## config.mk

```make
export PLATFORM = sky130hd
export DESIGN_NAME = add_pair_stage
export DESIGN_NICKNAME = d
export VERILOG_FILES = /design/src/rtl/add_pkg.sv /design/src/rtl/add_pair_lane.sv /design/src/rtl/add_pair_stage.sv
export SDC_FILE = /design/constraint.sdc
export NUM_CORES = 1
export LEC_CHECK = 0
export CAP_MARGIN = 20
export CORE_MARGIN = 2
export CORE_UTILIZATION = 25
export DETAILED_ROUTE_END_ITERATION = 10
export PLACE_DENSITY_LB_ADDON = 0.08
export SYNTH_ARGS = -nofsm -noshare
export SYNTH_HDL_FRONTEND = slang
export SYNTH_SLANG_ARGS = --single-unit
```

## constraint.sdc

```tcl
create_clock -name clk -period 2.11 [get_ports clk]
set_clock_uncertainty 0.15 [all_clocks]
set_input_delay 0.3165 -clock clk [delete_from_list [all_inputs] [get_ports clk]]
set_output_delay 0.3165 -clock clk [all_outputs]
set_load 0.02 [all_outputs]
```

## src/rtl/add_pkg.sv

```systemverilog
// Shared definitions for the pairwise-add stage.
// Holds the default operand geometry and the result-FIFO state encoding.
package add_pkg;

   localparam int unsigned IN_W_DEF  = 7;
   localparam int unsigned PAIRS_DEF = 8;

   // Occupancy of the two-entry result buffer
   typedef enum logic [1:0] {
      EMPTY = 2'd0,
      ONE   = 2'd1,
      FULL  = 2'd2
   } fifo_state_e;

endpackage

```

## src/rtl/add_pair_lane.sv

```systemverilog
// Single pairwise adder lane: sum_c = a + b, one bit wider than the operands.
// Operands are zero-extended (SIGNED=0) or sign-extended (SIGNED=1), so the
// result can never overflow.
// Ports: a, b (IN_W operands), sum_c (IN_W+1 combinational result).
module add_pair_lane #(
   parameter int unsigned IN_W   = 7,
   parameter int          SIGNED = 0
) (
   input  logic [IN_W-1:0] a,
   input  logic [IN_W-1:0] b,
   output logic [IN_W:0]   sum_c
);

   logic ext_a;
   logic ext_b;

   assign ext_a = (SIGNED != 0) ? a[IN_W-1] : 1'b0;
   assign ext_b = (SIGNED != 0) ? b[IN_W-1] : 1'b0;

   assign sum_c = {ext_a, a} + {ext_b, b};

endmodule

```

## src/rtl/add_pair_stage.sv

```systemverilog
// Pipelined pairwise adder with a two-entry result skid buffer.
// Each input beat carries 2*PAIRS operands; the stage emits PAIRS sums of
// IN_W+1 bits, one cycle later when the buffer is empty, in acceptance order.
// Ports:
//   clk, rst             clock, synchronous active-high reset
//   in_valid/in_ready    input handshake, in_data = operands (2*PAIRS*IN_W)
//   out_valid/out_ready  output handshake, out_data = sums (PAIRS*(IN_W+1))
//   beat_cnt             16-bit count of output transfers (ADD_PAIR_CNT_EN only)
// Optional feature macro: ADD_PAIR_CNT_EN enables the beat_cnt port/counter.
module add_pair_stage
   import add_pkg::*;
#(
   parameter int unsigned IN_W   = IN_W_DEF,
   parameter int unsigned PAIRS  = PAIRS_DEF,
   parameter int          SIGNED = 0
) (
   input  logic                         clk,
   input  logic                         rst,
   input  logic                         in_valid,
   output logic                         in_ready,
   input  logic [2*PAIRS*IN_W-1:0]      in_data,
   output logic                         out_valid,
   input  logic                         out_ready,
   output logic [PAIRS*(IN_W+1)-1:0]    out_data
`ifdef ADD_PAIR_CNT_EN
   ,
   output logic [15:0]                  beat_cnt
`endif
);

   localparam int unsigned OW = IN_W + 1;
   localparam int unsigned RW = PAIRS * OW;

   fifo_state_e   state;
   fifo_state_e   state_n;
   logic [RW-1:0] sum_c;
   logic [RW-1:0] head;
   logic [RW-1:0] tail;
   logic          valid_q;
   logic          full_q;
   logic          push;
   logic          pop;

   // One adder per operand pair
   for (genvar i = 0; i < PAIRS; i++) begin : g_lane
      add_pair_lane #(
         .IN_W   (IN_W),
         .SIGNED (SIGNED)
      ) u_lane (
         .a     (in_data[(2*i)*IN_W +: IN_W]),
         .b     (in_data[(2*i+1)*IN_W +: IN_W]),
         .sum_c (sum_c[i*OW +: OW])
      );
   end

   // Handshake outputs come from registered flags; rst masks in_ready while held
   assign in_ready  = ~full_q & ~rst;
   assign out_valid = valid_q;
   assign out_data  = head;

   assign push = in_valid & in_ready;
   assign pop  = valid_q & out_ready;

   // FIFO occupancy register
   always_ff @(posedge clk) begin
      if (rst) state <= EMPTY;
      else     state <= state_n;
   end

   // Next-state logic
   always_comb begin
      state_n = state;
      case (state)
         EMPTY: if (push) state_n = ONE;
         ONE: begin
            if (push && !pop)      state_n = FULL;
            else if (!push && pop) state_n = EMPTY;
         end
         FULL:    if (pop) state_n = ONE;
         default: state_n = EMPTY;
      endcase
   end

   // Result storage: head is always the oldest beat, tail the second one
   always_ff @(posedge clk) begin
      if (rst) begin
         head    <= '0;
         tail    <= '0;
         valid_q <= 1'b0;
         full_q  <= 1'b0;
      end else begin
         valid_q <= (state_n != EMPTY);
         full_q  <= (state_n == FULL);
         case (state)
            EMPTY: if (push) head <= sum_c;
            ONE: begin
               if (push && pop) head <= sum_c;
               else if (push)   tail <= sum_c;
            end
            FULL:    if (pop) head <= tail;
            default: ;
         endcase
      end
   end

`ifdef ADD_PAIR_CNT_EN
   logic [15:0] cnt;

   // Output-transfer counter, wraps naturally at 16 bits
   always_ff @(posedge clk) begin
      if (rst)      cnt <= 16'd0;
      else if (pop) cnt <= cnt + 16'd1;
   end

   assign beat_cnt = cnt;
`endif

endmodule

```

After elaboration in Yosys (flattened, before gate mapping)
Index checks and enable logic that the tools add are counted.
{ "classes": {"bitwise_logic": 6, "muxes": 9, "n_addsub": 8, "n_reduce_logical": 10, "eq_ne": 6} }
{ "op_table": {"columns": ["op", "count"], "rows": [
  ["64-bit two-way mux", 3],
  ["64-bit case mux with 3 select lines", 1],
  ["7-bit by 7-bit adder with 8-bit output", 8],
  ["2-bit two-way mux", 4],
  ["2-bit inequality test (second input constant)", 3],
  ["2-bit case mux with 3 select lines", 1],
  ["2-bit equality test (second input constant)", 2],
  ["4-bit AND reduction", 1],
  ["1-bit bitwise AND", 3],
  ["1-bit logical AND", 3],
  ["1-bit NOT", 3],
  ["3-bit AND reduction", 1],
  ["3-bit nonzero test", 1],
  ["2-bit by 1-bit equality test with 1-bit output (second input constant)", 1],
  ["1-bit zero test", 2],
  ["2-bit zero test", 1],
  ["2-bit nonzero test", 1]
]} }
{ "word_totals": {"word_cells": 44, "inputBits": 116, "ff_bits": 132} }

Depth between registers and ports, before layout
{ "logic_depth": {"ltp_word": 9, "ltp_mapped": 8} }

Hierarchy
From an unflattened synthesis, not the netlist that was laid out.
{ "unflattened": {"hier_cells": 910, "area_unflattened_um2": 8241.7} }
{ "modules_own_cells": {"columns": ["module", "area_each_um2", "seq_area_each_um2", "n_inst", "cells_per_inst"], "rows": [
  ["add_pair_stage", 5949.5, 2642.5, 1, 614],
  ["add_pair_lane", 286.5, 0.0, 8, 37]
]} }

Least setup slack after synthesis
Ideal clock, no wire load.
{ "synth_path": {"path_type": "input-to-reg", "from": "input port in_data[0]", "to": "register head[6] (netlist: out_data[6])", "cell_stages": 7, "path_slack_ns": -0.091, "setup_ns": 0.091, "arrival_time_ns": 1.960, "cell_sequence": "ha_1 > fa_1 > a211oi_1 > nor2_1 > nor4b_1 > o21ai_0 > a311oi_1"} }
{ "synth_via": {"elab_chain_cells": 3, "elab_cells_between_ends": 4, "classes_between": "add/sub (1); mux (3)"} }
{ "synth_rtl": {"columns": ["item", "line", "rtl"], "rows": [
  ["start: declaration", "add_pair_stage.sv:21", "input logic [2*PAIRS*IN_W-1:0] in_data,"],
  ["7-bit by 7-bit adder with 8-bit output *", "add_pair_lane.sv:20", "assign sum_c = {ext_a, a} + {ext_b, b};"],
  ["64-bit two-way mux, on equally long branches", "add_pair_stage.sv:97, add_pair_stage.sv:95", null],
  ["64-bit case mux with 3 select lines *", "add_pair_stage.sv:94", "case (state)"],
  ["end signal: assignment", "add_pair_stage.sv:95", "EMPTY: if (push) head <= sum_c;"],
  ["end signal: assignment", "add_pair_stage.sv:97", "if (push && pop) head <= sum_c;"],
  ["end signal: assignment", "add_pair_stage.sv:100", "FULL: if (pop) head <= tail;"],
  ["end: declaration", "add_pair_stage.sv:37", "logic [RW-1:0] head;"]
]} }
Mark *: on every way between the ends. The rest lies on a longest branch, timed or not. The select of a mux whose other input is x is not followed.
A chain may end at the register's enable or synchronous reset.

Final worst setup path
{ "layout_path": {"from": "input port in_data[70]", "to": "register head[45] (netlist: out_data[45])"} }
The elaborated chain is that of the path after synthesis.

==> reports/metrics.cfg <==
[clock_network]
path_clk_slew_ns = 0.06
h-tree-depth = 4
insertion_delay_ns = 0.41
cts_buffers = 17
clock-sinks = 132
cts-hold-fix-buffers = 0
cts_root_buf = clkbuf_16
cts_tree = built
clk_path_buf_depth = 2

[synth]
synth.top_cell.area_share_pct = 34.11
synth_warnings = 0
yosysTopAreaCell = dfxtp_1
ys_seq_elements = 132
synth_edf_count = 0
syn_nets = 1126
synth.area.top_cells = dfxtp_1, ha_1, a211oi_1
syn_inst = 946
ys_seq_area_share_pct = 34.11
synth_flop_cell = dfxtp_1
synth_async_sr_flop_share_pct = 0
synth.distinct_cells = 58
syn-mean-instance-area_um2 = 8.190
synth.cell_area_um2 = 7747

[sta]
final-max-slew-violation-count = 0
slew_headroom_pct = 57.61
maxClockFrequency_mhz = 485.1
whs_ns = 0.2125
rsz0062_at_grt = no
worst_pin_slew_ns = 0.6359
period_minus_slack_ns = 2.061
hold_violations = 0
finalSetupViolations = 0
fin_crit_sh_pct = 97.70
setup_tns_ns = 0

[global_routing]
overflow = 0
track_usage_pct = 16.01
grt_antenna_before_repair = 1
grt_pass1_vias = 7952
grt_util_met2_pct = 26.05
grt_util_met1_pct = 21.73
grt_max_degree = 133
busiest_layer = met2
use_met3_pct = 3.860
grt_pass1_wl_mm = 42.19

[place]
port_buffers = 181
routabilityCongestion = 0.7641
dp_hpwl_mm = 18.98

[floorplanning]
die_w_um = 180.0
die_area_um2 = 32410
core_region_area_um2 = 30590
start_util_pct = 25.33
num_rows = 64
io_pins = 182
die_y_um = 180.0

[setup_path]
start_kind = primary input
worstPathRequired_ns = 2.28
endpoint_kind = flip-flop
critical_path_class = in -> reg
cp_max_fo = 2
arrival_ns = 2.23

[pwr]
p_leak_nw = 4.744
ir_drop_uv = 504.0
fin_total_pwr_mw = 8.207
pwr_density_cell_nw_per_um2 = 680.4

[route]
drc = 0
drtIter0Drc = 275
wirelength_mm = 25.82
vias_per_cell = 4.759
antenna_left = 0
wl_per_cell_um = 15.57
dr.pass1.iters = 5
vias = 7891

[layout]
layout-drive-gt1-share_pct = 20.21
nNetsFinal = 1429
syn_to_final_growth_pct = 55.70
num_antenna_cells = 0
nFillCells = 3087
multi_input_area_um2 = 5007
seq_area_um2 = 2643

[min_path]
hp-class = in -> reg

[run]
cap_violations = 0

[outcome]
outcome = complete, no violations

## report_power, final
part / total [mW] / leakage, nW / internal (mW) / switching (mW)
logic: 2.42 / 3.38 / 1.25 / 1.17
clock network: 3.03 / 0.291 / 1.82 / 1.21
registers: 2.75 / 1.08 / 2.66 / 0.0962
total: 8.21 / 4.74 / 5.73 / 2.48
## worst max-delay path, cell delays in order
cell and delay [ns]:
clkdlybuf4s50_1 0.41, ha_2 0.21, buf_4 0.14, a21o_1 0.16
a2111o_1 0.45, xnor2_1 0.16, a21o_1 0.18, a211oi_1 0.20
## routing by layer
layer	vias up	part of all wire, %
met2	146	45
met4	2	0.77
met5	-	0.062
met3	13	4.2
li1	4092	-
met1	3638	50
## cell type report
class                      count  area share (%)
timing repair buffer         345           27.17
sequential                   132           21.91
inverter                      11          0.3423
multi-input combinational    742           41.51
tap                          396           4.107
clock inverter                13           1.214
clock buffer                  19           3.755
## path summary, 6_finish.rpt
path                                           start                         to  slack (ns)  cells past startpoint
worst max-delay path                     in_data[70]  out_data[45]$_SDFFE_PP0P_        0.05                      8
worst max register to register   state[0]$_SDFF_PP0_  out_data[29]$_SDFFE_PP0P_        0.21                      6
worst min-delay path                     in_data[91]      tail[48]$_SDFFE_PP0P_        0.21                      4
worst min register to register  tail[7]$_SDFFE_PP0P_       tail[7]$_SDFFE_PP0P_        0.31                      2
## timing repair
action | in CTS | in global routing
resized for setup | 12 | 47
pin swaps | 5 | 19
setup endpoints to repair | 12 | 43
endpoints found under the hold margin | 0 | 0
buffers inserted | 0 | 1
## cells in the mapped netlist, types with 5 or more instances
master and instances:
xor2_1 5, o211ai_1 10, nand3b_1 18, nand2_1 116
nor2_1 106, o41ai_1 5, a311oi_1 24, a211oi_1 72
dfxtp_1 132, fa_1 8, o21a_1 5, o31ai_1 9
o2bb2ai_1 5, buf_2 22, a21o_1 21, o21bai_1 6
nor3_1 49, ha_1 56, o21ai_0 47, a21oi_1 76
nand2b_1 10, and3_1 6, clkbuf_1 35, inv_1 11
xnor2_1 14, mux2i_1 7, or3_1 13
## sequential cells by signal (all words and copies together) (netlist names)
signal / count
full_q: 1
state: 2
tail: 64
out_valid: 1
out_data: 64
## placed cells by master (no fill, tap or decap), types with 13 or more instances in the layout
master,count
xnor2_1,14
clkbuf_16,17
ha_1,52
a311oi_1,24
o21ai_0,42
dfxtp_1,132
nand2_1,116
buf_4,147
a211oi_1,52
or3_1,13
a211oi_2,19
a21oi_1,76
nand3b_1,18
a21o_1,21
clkdlybuf4s50_1,172
nor3_1,47
nor2_1,104
buf_12,17
## through the flow
stage / instances / worst slack, ns / cell area, um2 / util, %
after floorplan: 946 / 0.02610 / 7759 / -
after global placement: 1625 / -0.4883 / 11240 / 36.76
after detailed placement: 1625 / -0.5208 / 11240 / 36.76
after CTS: 1657 / -0.0005740 / 11890 / 38.88
after global routing: 1658 / 0.002214 / 12060 / 39.43
final: 1658 / 0.04852 / 12060 / 39.43
## cell families after synthesis
family	Yosys count	share of synthesized area, %
compound gates	305	26.68
xor+xnor	19	2.148
fa+ha+maj	64	11.11
buf+inv	72	4.134
flops	132	34.11
mux	7	0.9044
simple gates	347	20.91
No activity file was read; power rests on OpenSTA's default activity.
